File: src/rtl/led_disp_pkg.sv
// Shared types and segment encoding for the LED scan counter.
// Segment byte layout {dp,g,f,e,d,c,b,a}, all active-low; dp is never lit.
package led_disp_pkg;

    typedef logic [7:0] seg_code_t;
    typedef logic [3:0] bcd_digit_t;

    typedef enum logic {
        ST_IDLE = 1'b0,
        ST_RUN  = 1'b1
    } run_state_t;

    localparam seg_code_t SEG_0     = 8'hC0;
    localparam seg_code_t SEG_1     = 8'hF9;
    localparam seg_code_t SEG_2     = 8'hA4;
    localparam seg_code_t SEG_3     = 8'hB0;
    localparam seg_code_t SEG_4     = 8'h99;
    localparam seg_code_t SEG_5     = 8'h92;
    localparam seg_code_t SEG_6     = 8'h82;
    localparam seg_code_t SEG_7     = 8'hF8;
    localparam seg_code_t SEG_8     = 8'h80;
    localparam seg_code_t SEG_9     = 8'h90;
    localparam seg_code_t SEG_BLANK = 8'hFF;

    // Decimal digit to active-low segment pattern; non-BCD codes show blank.
    function automatic seg_code_t bcd_to_seg(input bcd_digit_t d);
        case (d)
            4'd0:    return SEG_0;
            4'd1:    return SEG_1;
            4'd2:    return SEG_2;
            4'd3:    return SEG_3;
            4'd4:    return SEG_4;
            4'd5:    return SEG_5;
            4'd6:    return SEG_6;
            4'd7:    return SEG_7;
            4'd8:    return SEG_8;
            4'd9:    return SEG_9;
            default: return SEG_BLANK;
        endcase
    endfunction

endpackage

File: src/rtl/led_scan_counter_ctrl_if.sv
// Board-side signal bundle of the LED scan counter.
//   button, counter : asynchronous inputs toward the controller
//   led_en          : active-low digit enables
//   led_cx          : active-low segments {dp,g,f,e,d,c,b,a}
//   overflow        : sticky count-wrap flag
interface led_scan_counter_ctrl_if #(
    parameter int unsigned NUM_DIGITS = 8
);
    logic                  button;
    logic                  counter;
    logic [NUM_DIGITS-1:0] led_en;
    logic [7:0]            led_cx;
    logic                  overflow;

    modport master (output button, output counter,
                    input  led_en, input  led_cx, input overflow);
    modport slave  (input  button, input  counter,
                    output led_en, output led_cx, output overflow);
endinterface

File: src/rtl/led_scan_counter_ctrl_bcd_counter_chain.sv
// NUM_DIGITS-wide BCD counter with ripple carry; digit 0 is least significant.
//   clk, rst   : clock, async active-low reset
//   i_inc      : increment by one this cycle
//   o_digits   : registered digit vector
//   o_wrap_c   : combinational, high when i_inc rolls all-9s over to all-0s
module bcd_counter_chain
    import led_disp_pkg::*;
#(
    parameter int unsigned NUM_DIGITS = 8
) (
    input  logic                         clk,
    input  logic                         rst,
    input  logic                         i_inc,
    output bcd_digit_t [NUM_DIGITS-1:0]  o_digits,
    output logic                         o_wrap_c
);

    bcd_digit_t [NUM_DIGITS-1:0] r_digits;
    bcd_digit_t [NUM_DIGITS-1:0] w_digits_next;
    logic                        w_carry_out;

    // Carry ripples upward until a digit that is not 9 absorbs it.
    always_comb begin
        logic carry;
        w_digits_next = r_digits;
        carry         = i_inc;
        for (int i = 0; i < int'(NUM_DIGITS); i++) begin
            if (carry) begin
                if (r_digits[i] == 4'd9) begin
                    w_digits_next[i] = 4'd0;
                end else begin
                    w_digits_next[i] = 4'(r_digits[i] + 4'd1);
                    carry            = 1'b0;
                end
            end
        end
        w_carry_out = carry;
    end

    always_ff @(posedge clk or negedge rst) begin
        if (!rst) begin
            r_digits <= '0;
        end else begin
            r_digits <= w_digits_next;
        end
    end

    assign o_digits = r_digits;
    assign o_wrap_c = w_carry_out;

endmodule

File: src/rtl/led_scan_counter_ctrl.sv
// Edge counter shown in decimal on a time-multiplexed 7-segment display.
//   clk  : system clock
//   rst  : asynchronous active-low reset
//   bus  : slave side of led_scan_counter_ctrl_if (button, counter in;
//          led_en, led_cx, overflow out, all outputs registered)
// Optional build macro LED_LEADING_ZERO_BLANK_EN blanks leading zero digits
// (digit 0 always shown).
module led_scan_counter_ctrl
    import led_disp_pkg::*;
#(
    parameter int unsigned NUM_DIGITS  = 8,
    parameter int unsigned SCAN_DIV    = 50000,
    parameter int unsigned SYNC_STAGES = 2
) (
    input  logic                    clk,
    input  logic                    rst,
    led_scan_counter_ctrl_if.slave  bus
);

    localparam int unsigned IDX_W = (NUM_DIGITS > 1) ? $clog2(NUM_DIGITS) : 1;
    localparam int unsigned DIV_W = $clog2(SCAN_DIV);

    logic [SYNC_STAGES-1:0]      r_btn_sync;
    logic [SYNC_STAGES-1:0]      r_cnt_sync;
    logic                        r_btn_prev;
    logic                        r_cnt_prev;
    logic                        w_btn_edge;
    logic                        w_cnt_edge;

    run_state_t                  r_state;
    run_state_t                  w_state_next;
    logic                        w_inc;

    bcd_digit_t [NUM_DIGITS-1:0] w_digits;
    logic                        w_wrap;
    logic                        r_overflow;

    logic [DIV_W-1:0]            r_div;
    logic [IDX_W-1:0]            r_idx;
    logic [NUM_DIGITS-1:0]       w_blank;
    seg_code_t                   w_seg;
    logic [NUM_DIGITS-1:0]       r_led_en;
    seg_code_t                   r_led_cx;

    // Synchronisers followed by a one-flop rising-edge detector.
    always_ff @(posedge clk or negedge rst) begin
        if (!rst) begin
            r_btn_sync <= '0;
            r_cnt_sync <= '0;
            r_btn_prev <= 1'b0;
            r_cnt_prev <= 1'b0;
        end else begin
            r_btn_sync <= {r_btn_sync[SYNC_STAGES-2:0], bus.button};
            r_cnt_sync <= {r_cnt_sync[SYNC_STAGES-2:0], bus.counter};
            r_btn_prev <= r_btn_sync[SYNC_STAGES-1];
            r_cnt_prev <= r_cnt_sync[SYNC_STAGES-1];
        end
    end

    assign w_btn_edge = r_btn_sync[SYNC_STAGES-1] & ~r_btn_prev;
    assign w_cnt_edge = r_cnt_sync[SYNC_STAGES-1] & ~r_cnt_prev;

    // Run/stop state register.
    always_ff @(posedge clk or negedge rst) begin
        if (!rst) begin
            r_state <= ST_IDLE;
        end else begin
            r_state <= w_state_next;
        end
    end

    // Counting is gated by the current (pre-toggle) state, so a coincident
    // button edge never affects the counter edge in the same cycle.
    always_comb begin
        w_state_next = r_state;
        w_inc        = 1'b0;
        case (r_state)
            ST_IDLE: begin
                if (w_btn_edge) w_state_next = ST_RUN;
            end
            ST_RUN: begin
                w_inc = w_cnt_edge;
                if (w_btn_edge) w_state_next = ST_IDLE;
            end
            default: w_state_next = ST_IDLE;
        endcase
    end

    bcd_counter_chain #(
        .NUM_DIGITS (NUM_DIGITS)
    ) u_chain (
        .clk      (clk),
        .rst      (rst),
        .i_inc    (w_inc),
        .o_digits (w_digits),
        .o_wrap_c (w_wrap)
    );

    // Sticky overflow; only reset clears it.
    always_ff @(posedge clk or negedge rst) begin
        if (!rst) begin
            r_overflow <= 1'b0;
        end else if (w_wrap) begin
            r_overflow <= 1'b1;
        end
    end

    // Scan divider and digit index.
    always_ff @(posedge clk or negedge rst) begin
        if (!rst) begin
            r_div <= '0;
            r_idx <= '0;
        end else if (r_div == DIV_W'(SCAN_DIV - 1)) begin
            r_div <= '0;
            r_idx <= (r_idx == IDX_W'(NUM_DIGITS - 1)) ? '0 : IDX_W'(r_idx + IDX_W'(1));
        end else begin
            r_div <= DIV_W'(r_div + DIV_W'(1));
        end
    end

`ifdef LED_LEADING_ZERO_BLANK_EN
    // A digit is blank when it and every higher digit are zero; digit 0 never is.
    always_comb begin
        logic higher_zero;
        w_blank     = '0;
        higher_zero = 1'b1;
        for (int i = int'(NUM_DIGITS) - 1; i > 0; i--) begin
            higher_zero = higher_zero && (w_digits[i] == 4'd0);
            w_blank[i]  = higher_zero;
        end
    end
`else
    assign w_blank = '0;
`endif

    assign w_seg = w_blank[r_idx] ? SEG_BLANK : bcd_to_seg(w_digits[r_idx]);

    // Registered pin drive for the currently scanned digit.
    always_ff @(posedge clk or negedge rst) begin
        if (!rst) begin
            r_led_en <= '1;
            r_led_cx <= SEG_BLANK;
        end else begin
            r_led_en <= ~(NUM_DIGITS'(1) << r_idx);
            r_led_cx <= w_seg;
        end
    end

    assign bus.led_en   = r_led_en;
    assign bus.led_cx   = r_led_cx;
    assign bus.overflow = r_overflow;

endmodule

File: src/flat_wrapper.sv
// flat-port wrapper written by rule: the top's interface ports become plain ports
module led_scan_counter_ctrl_flat import led_disp_pkg::*;
#(
    parameter int unsigned NUM_DIGITS  = 8,
    parameter int unsigned SCAN_DIV    = 50000,
    parameter int unsigned SYNC_STAGES = 2
)
  (clk, rst, bus_button, bus_counter, bus_led_en, bus_led_cx, bus_overflow);
  led_scan_counter_ctrl_if #(.NUM_DIGITS(NUM_DIGITS)) bus_i ();
  input  logic clk;
  input  logic rst;
  input wire logic [$bits(bus_i.button)-1:0] bus_button;
  input wire logic [$bits(bus_i.counter)-1:0] bus_counter;
  output wire logic [$bits(bus_i.led_en)-1:0] bus_led_en;
  output wire logic [$bits(bus_i.led_cx)-1:0] bus_led_cx;
  output wire logic [$bits(bus_i.overflow)-1:0] bus_overflow;
  assign bus_i.button = bus_button;
  assign bus_i.counter = bus_counter;
  assign bus_led_en = bus_i.led_en;
  assign bus_led_cx = bus_i.led_cx;
  assign bus_overflow = bus_i.overflow;
  led_scan_counter_ctrl #(.NUM_DIGITS(NUM_DIGITS), .SCAN_DIV(SCAN_DIV), .SYNC_STAGES(SYNC_STAGES)) u_core (.clk(clk), .rst(rst), .bus(bus_i));
endmodule
File: config.mk
export PLATFORM = sky130hd
export DESIGN_NAME = led_scan_counter_ctrl_flat
export DESIGN_NICKNAME = d
export VERILOG_FILES = /design/src/rtl/led_disp_pkg.sv /design/src/rtl/led_scan_counter_ctrl_if.sv /design/src/rtl/led_scan_counter_ctrl_bcd_counter_chain.sv /design/src/rtl/led_scan_counter_ctrl.sv /design/src/flat_wrapper.sv
export SDC_FILE = /design/constraint.sdc
export NUM_CORES = 1
export LEC_CHECK = 0
export ABC_AREA = 1
export CAP_MARGIN = 20
export CORE_ASPECT_RATIO = 0.7
export CORE_MARGIN = 2
export CORE_UTILIZATION = 56
export CTS_BUF_LIST = sky130_fd_sc_hd__clkbuf_4
export DETAILED_ROUTE_END_ITERATION = 10
export PLACE_DENSITY = 0.82
export SLEW_MARGIN = 30
export SYNTH_ARGS = -nofsm -noshare
export SYNTH_HDL_FRONTEND = slang
export SYNTH_SLANG_ARGS = --single-unit
File: constraint.sdc
create_clock -name clk -period 1.7 [get_ports clk]
set_input_delay 0.34 -clock clk [delete_from_list [all_inputs] [get_ports clk]]
set_output_delay 0.34 -clock clk [all_outputs]
set_load 0.02 [all_outputs]
==> flow_summary.ini <==
[logic_synthesis]
synth.net_count = 469
synthDistinctLibCells = 34
syn_inst = 453
ys_ff_latch = 74
yosysSeqAreaShare_pct = 48.9
synth.avg_cell_area_sq_um = 8.45
synth_area_sq_um = 3830
yosysWarningCount = 0

[timing]
hold_viol = 0
period_needed_ps = 1720
rsz0062_at_grt = true
period_share_pct = 101
setup_viol = 2
drv_slew = 0
fmax_mhz = 581
skew_ps = 13.5
finalHoldWorstSlack_ps = 329
fin_ws_ps = -22.1

[floorplanning]
die_area_sq_um = 7520
core-area_sq_um = 6690
die_h_um = 73.2
fp.dieW_um = 103
start_util_pct = 57.2
fp-row-count = 25
io-pin-count = 21

[status]
outcome = finished, violations left
violations = negative setup slack

[global_routing]
busiest_layer = met2
grt_max_degree = 37
grt_pass1_vias = 2940
grt_overflow = 0
grt_pass1_wl_um = 13600
antenna_found_initial = 0
met1_usage_pct = 34.1
grt_use_met3_pct = 6.42
use_met2_pct = 34.1
grt.total_usage_pct = 23.5

[final_layout]
fin_nets = 522
drive_gt1_share_pct = 18.0
final_cell_mix = nand2_1 (106), inv_1 (58), dfrtp_1 (58)
final_util_pct = 68.2
instances_no_fill = 605
diodes = 0
area_growth_pct = 19.3
final_common_cell = nand2_1

[critical_path]
slowest_delay_ps = 410
worst-path-max-fanout = 28
critical-path-top-delay-family = simple AND/OR/NAND/NOR gates
critical_path_class = flip-flop to flip-flop
arrival_ps = 2080
crit_top_cell = nand2_1
worst-path-buf-inv = 2
crit_required_ps = 2060
path_cells = buf_12 -> o211ai_1 -> nand2_1 -> o21ai_2 -> inv_2 -> ha_4 -> nand3b_1 -> nand3_1 -> nand2_1
critPathCaptureType = flip-flop
startpoint_type = flip-flop
cpMaxStageDelayCell = dfrtp_1

[clocking]
cts_buffers = 9
clk_pin_slew_worst_paths_ps = 120
cts_root_buffer = clkbuf_4
htreeDepth = 3
clk_path_buf_depth = 2
clkLatencyLatePin_ps = 420
cts_sinks = 74
cts_tree = done

[place]
place_ws_ps = -42.8
dp_hpwl_um = 5810
dp_cells = 587
gp_congestion = 0.852
io_buffers = 19

[run]
drv_cap = 0

[routing]
routedWlPerCell_um = 12.9
antenna_left = 0
remaining_drc_errors = 0
routed_wl_um = 7810
vias = 3198
dr.pass1.iters = 5
vias_per_cell = 5.29
drt_iter0_drc = 231

[power_and_ir_drop]
totalPowerFinal_mw = 4.39
vdd.ir_drop.worst_v = 0.000465
p_per_area_nw_per_um2 = 961
cellLeakagePower_nw = 2.12

[worst_hold_path]
hold_path_class = input pin to async pin
[cells by family (layout without fill, tap and decap cells)]
logic type	after synthesis	in the layout	synth area share, %
AOI/OAI and AO/OA	57	57	8.37
xor gates and xnor gates	25	25	5.72
adders and majority gates	12	12	3.92
buffers and inverters	71	129	7.42
DFF	74	74	48.9
other	1	1	0.0980
and+or+nand+nor	213	213	25.6
[path summary, 6_finish.rpt]
check                      cells past startpoint                            from  slack (ps)                        endpoint
max in group asynchronous                      3                             rst         850  u_core.bus.led_en[2]$_DFF_PN1_
min reg2reg                                    0  u_core.r_cnt_sync[0]$_DFF_PN0_         360  u_core.r_cnt_sync[1]$_DFF_PN0_
min                                            2                             rst         330       u_core.r_div[4]$_DFF_PN0_
max reg2reg                                    9     u_core.r_idx[0]$_DFFE_PN0N_         -20  u_core.bus.led_cx[5]$_DFF_PN1_
min in group clk                               1                     bus_counter         350  u_core.r_cnt_sync[0]$_DFF_PN0_
max                                            9     u_core.r_idx[0]$_DFFE_PN0N_         -20  u_core.bus.led_cx[5]$_DFF_PN1_
[state kept, by name, summed over array words and instances (netlist names), 2 cells and up]
register                 flops
u_core.bus.led_cx            7
u_core.bus.led_en            8
u_core.r_btn_sync            2
u_core.r_cnt_sync            2
u_core.r_div                16
u_core.r_idx                 3
u_core.u_chain.o_digits     32
[where the power goes]
part / internal, mW / switching, mW / total (mW) / leakage [nW]
clock: 0.582 / 0.599 / 1.18 / 0.0869
combinational: 0.452 / 0.680 / 1.13 / 1.09
sequential: 1.98 / 0.0998 / 2.08 / 0.944
[what timing repair did]
item                                   in CTS  in global routing
pin swaps                                   3                  7
setup endpoints to repair                  19                 20
gates resized for setup                    20                 21
buffers inserted                            1                  0
endpoints found under the hold margin      10                  0
hold buffers                                1                  0
[through the flow]
step	setup TNS (ps)	area (sq um)
6_report	-36.7	4570
5_1_grt	-595	4570
4_1_cts	-24.8	4510
3_5_place_dp	-83.3	4330
3_3_place_gp	0	4330
2_1_floorplan	0	3830
[layout make-up]
class / count / area [sq um]
Fill cell: 542 / 2130
Sequential cell: 74 / 1870
Multi-Input combinational cell: 308 / 1750
Timing Repair Buffer: 49 / 434
Inverter: 64 / 243
Tap cell: 94 / 118
Clock inverter: 7 / 83.8
Clock buffer: 9 / 67.6
[worst register-to-register path: stages (launching register included)]
cell and delay [ps]:
dfrtp_1 410, buf_12 160, o211ai_1 190, nand2_1 90, o21ai_2 200, inv_2 90
ha_4 160, nand3b_1 190, nand3_1 110, nand2_1 60
[cells in the mapped netlist]
library cell | number | area (sq um)
or2_2 | 1 | 6.26
nor3_2 | 1 | 10.0
nor4_1 | 3 | 18.8
conb_1 | 1 | 3.75
o21ai_1 | 1 | 5.00
xor2_1 | 20 | 175
nor3b_1 | 1 | 7.51
dfstp_2 | 15 | 394
nand3_1 | 32 | 160
a21oi_1 | 12 | 60.1
nand4_4 | 1 | 21.3
nand2_2 | 2 | 12.5
o211ai_1 | 11 | 82.6
inv_1 | 62 | 233
buf_2 | 5 | 25.0
a31oi_1 | 1 | 6.26
nor2_1 | 31 | 116
o21ai_2 | 1 | 8.76
nor2_8 | 1 | 20.0
buf_4 | 1 | 7.51
ha_1 | 12 | 150
o31ai_1 | 1 | 7.51
nor2_4 | 2 | 22.5
nand3b_1 | 4 | 30.0
o21ai_0 | 30 | 150
nand4_1 | 11 | 68.8
nor2_2 | 4 | 25.0
nor3_1 | 10 | 50.1
clkinv_1 | 1 | 3.75
inv_2 | 1 | 3.75
buf_6 | 1 | 11.3
xnor2_1 | 5 | 43.8
dfrtp_1 | 59 | 1480
nand2_1 | 109 | 409
[metal layers]
| layer | share of wire, % | routed length, um | vias to the layer above |
|---|---|---|---|
| met2 | 44 | 3440 | 127 |
| met1 | 48 | 3710 | 1492 |
| met5 | 0 | 0 | - |
| met3 | 6.8 | 527 | 14 |
| met4 | 1.7 | 130 | 0 |
| li1 | - | - | 1565 |
(Power assumes the default switching activity.)
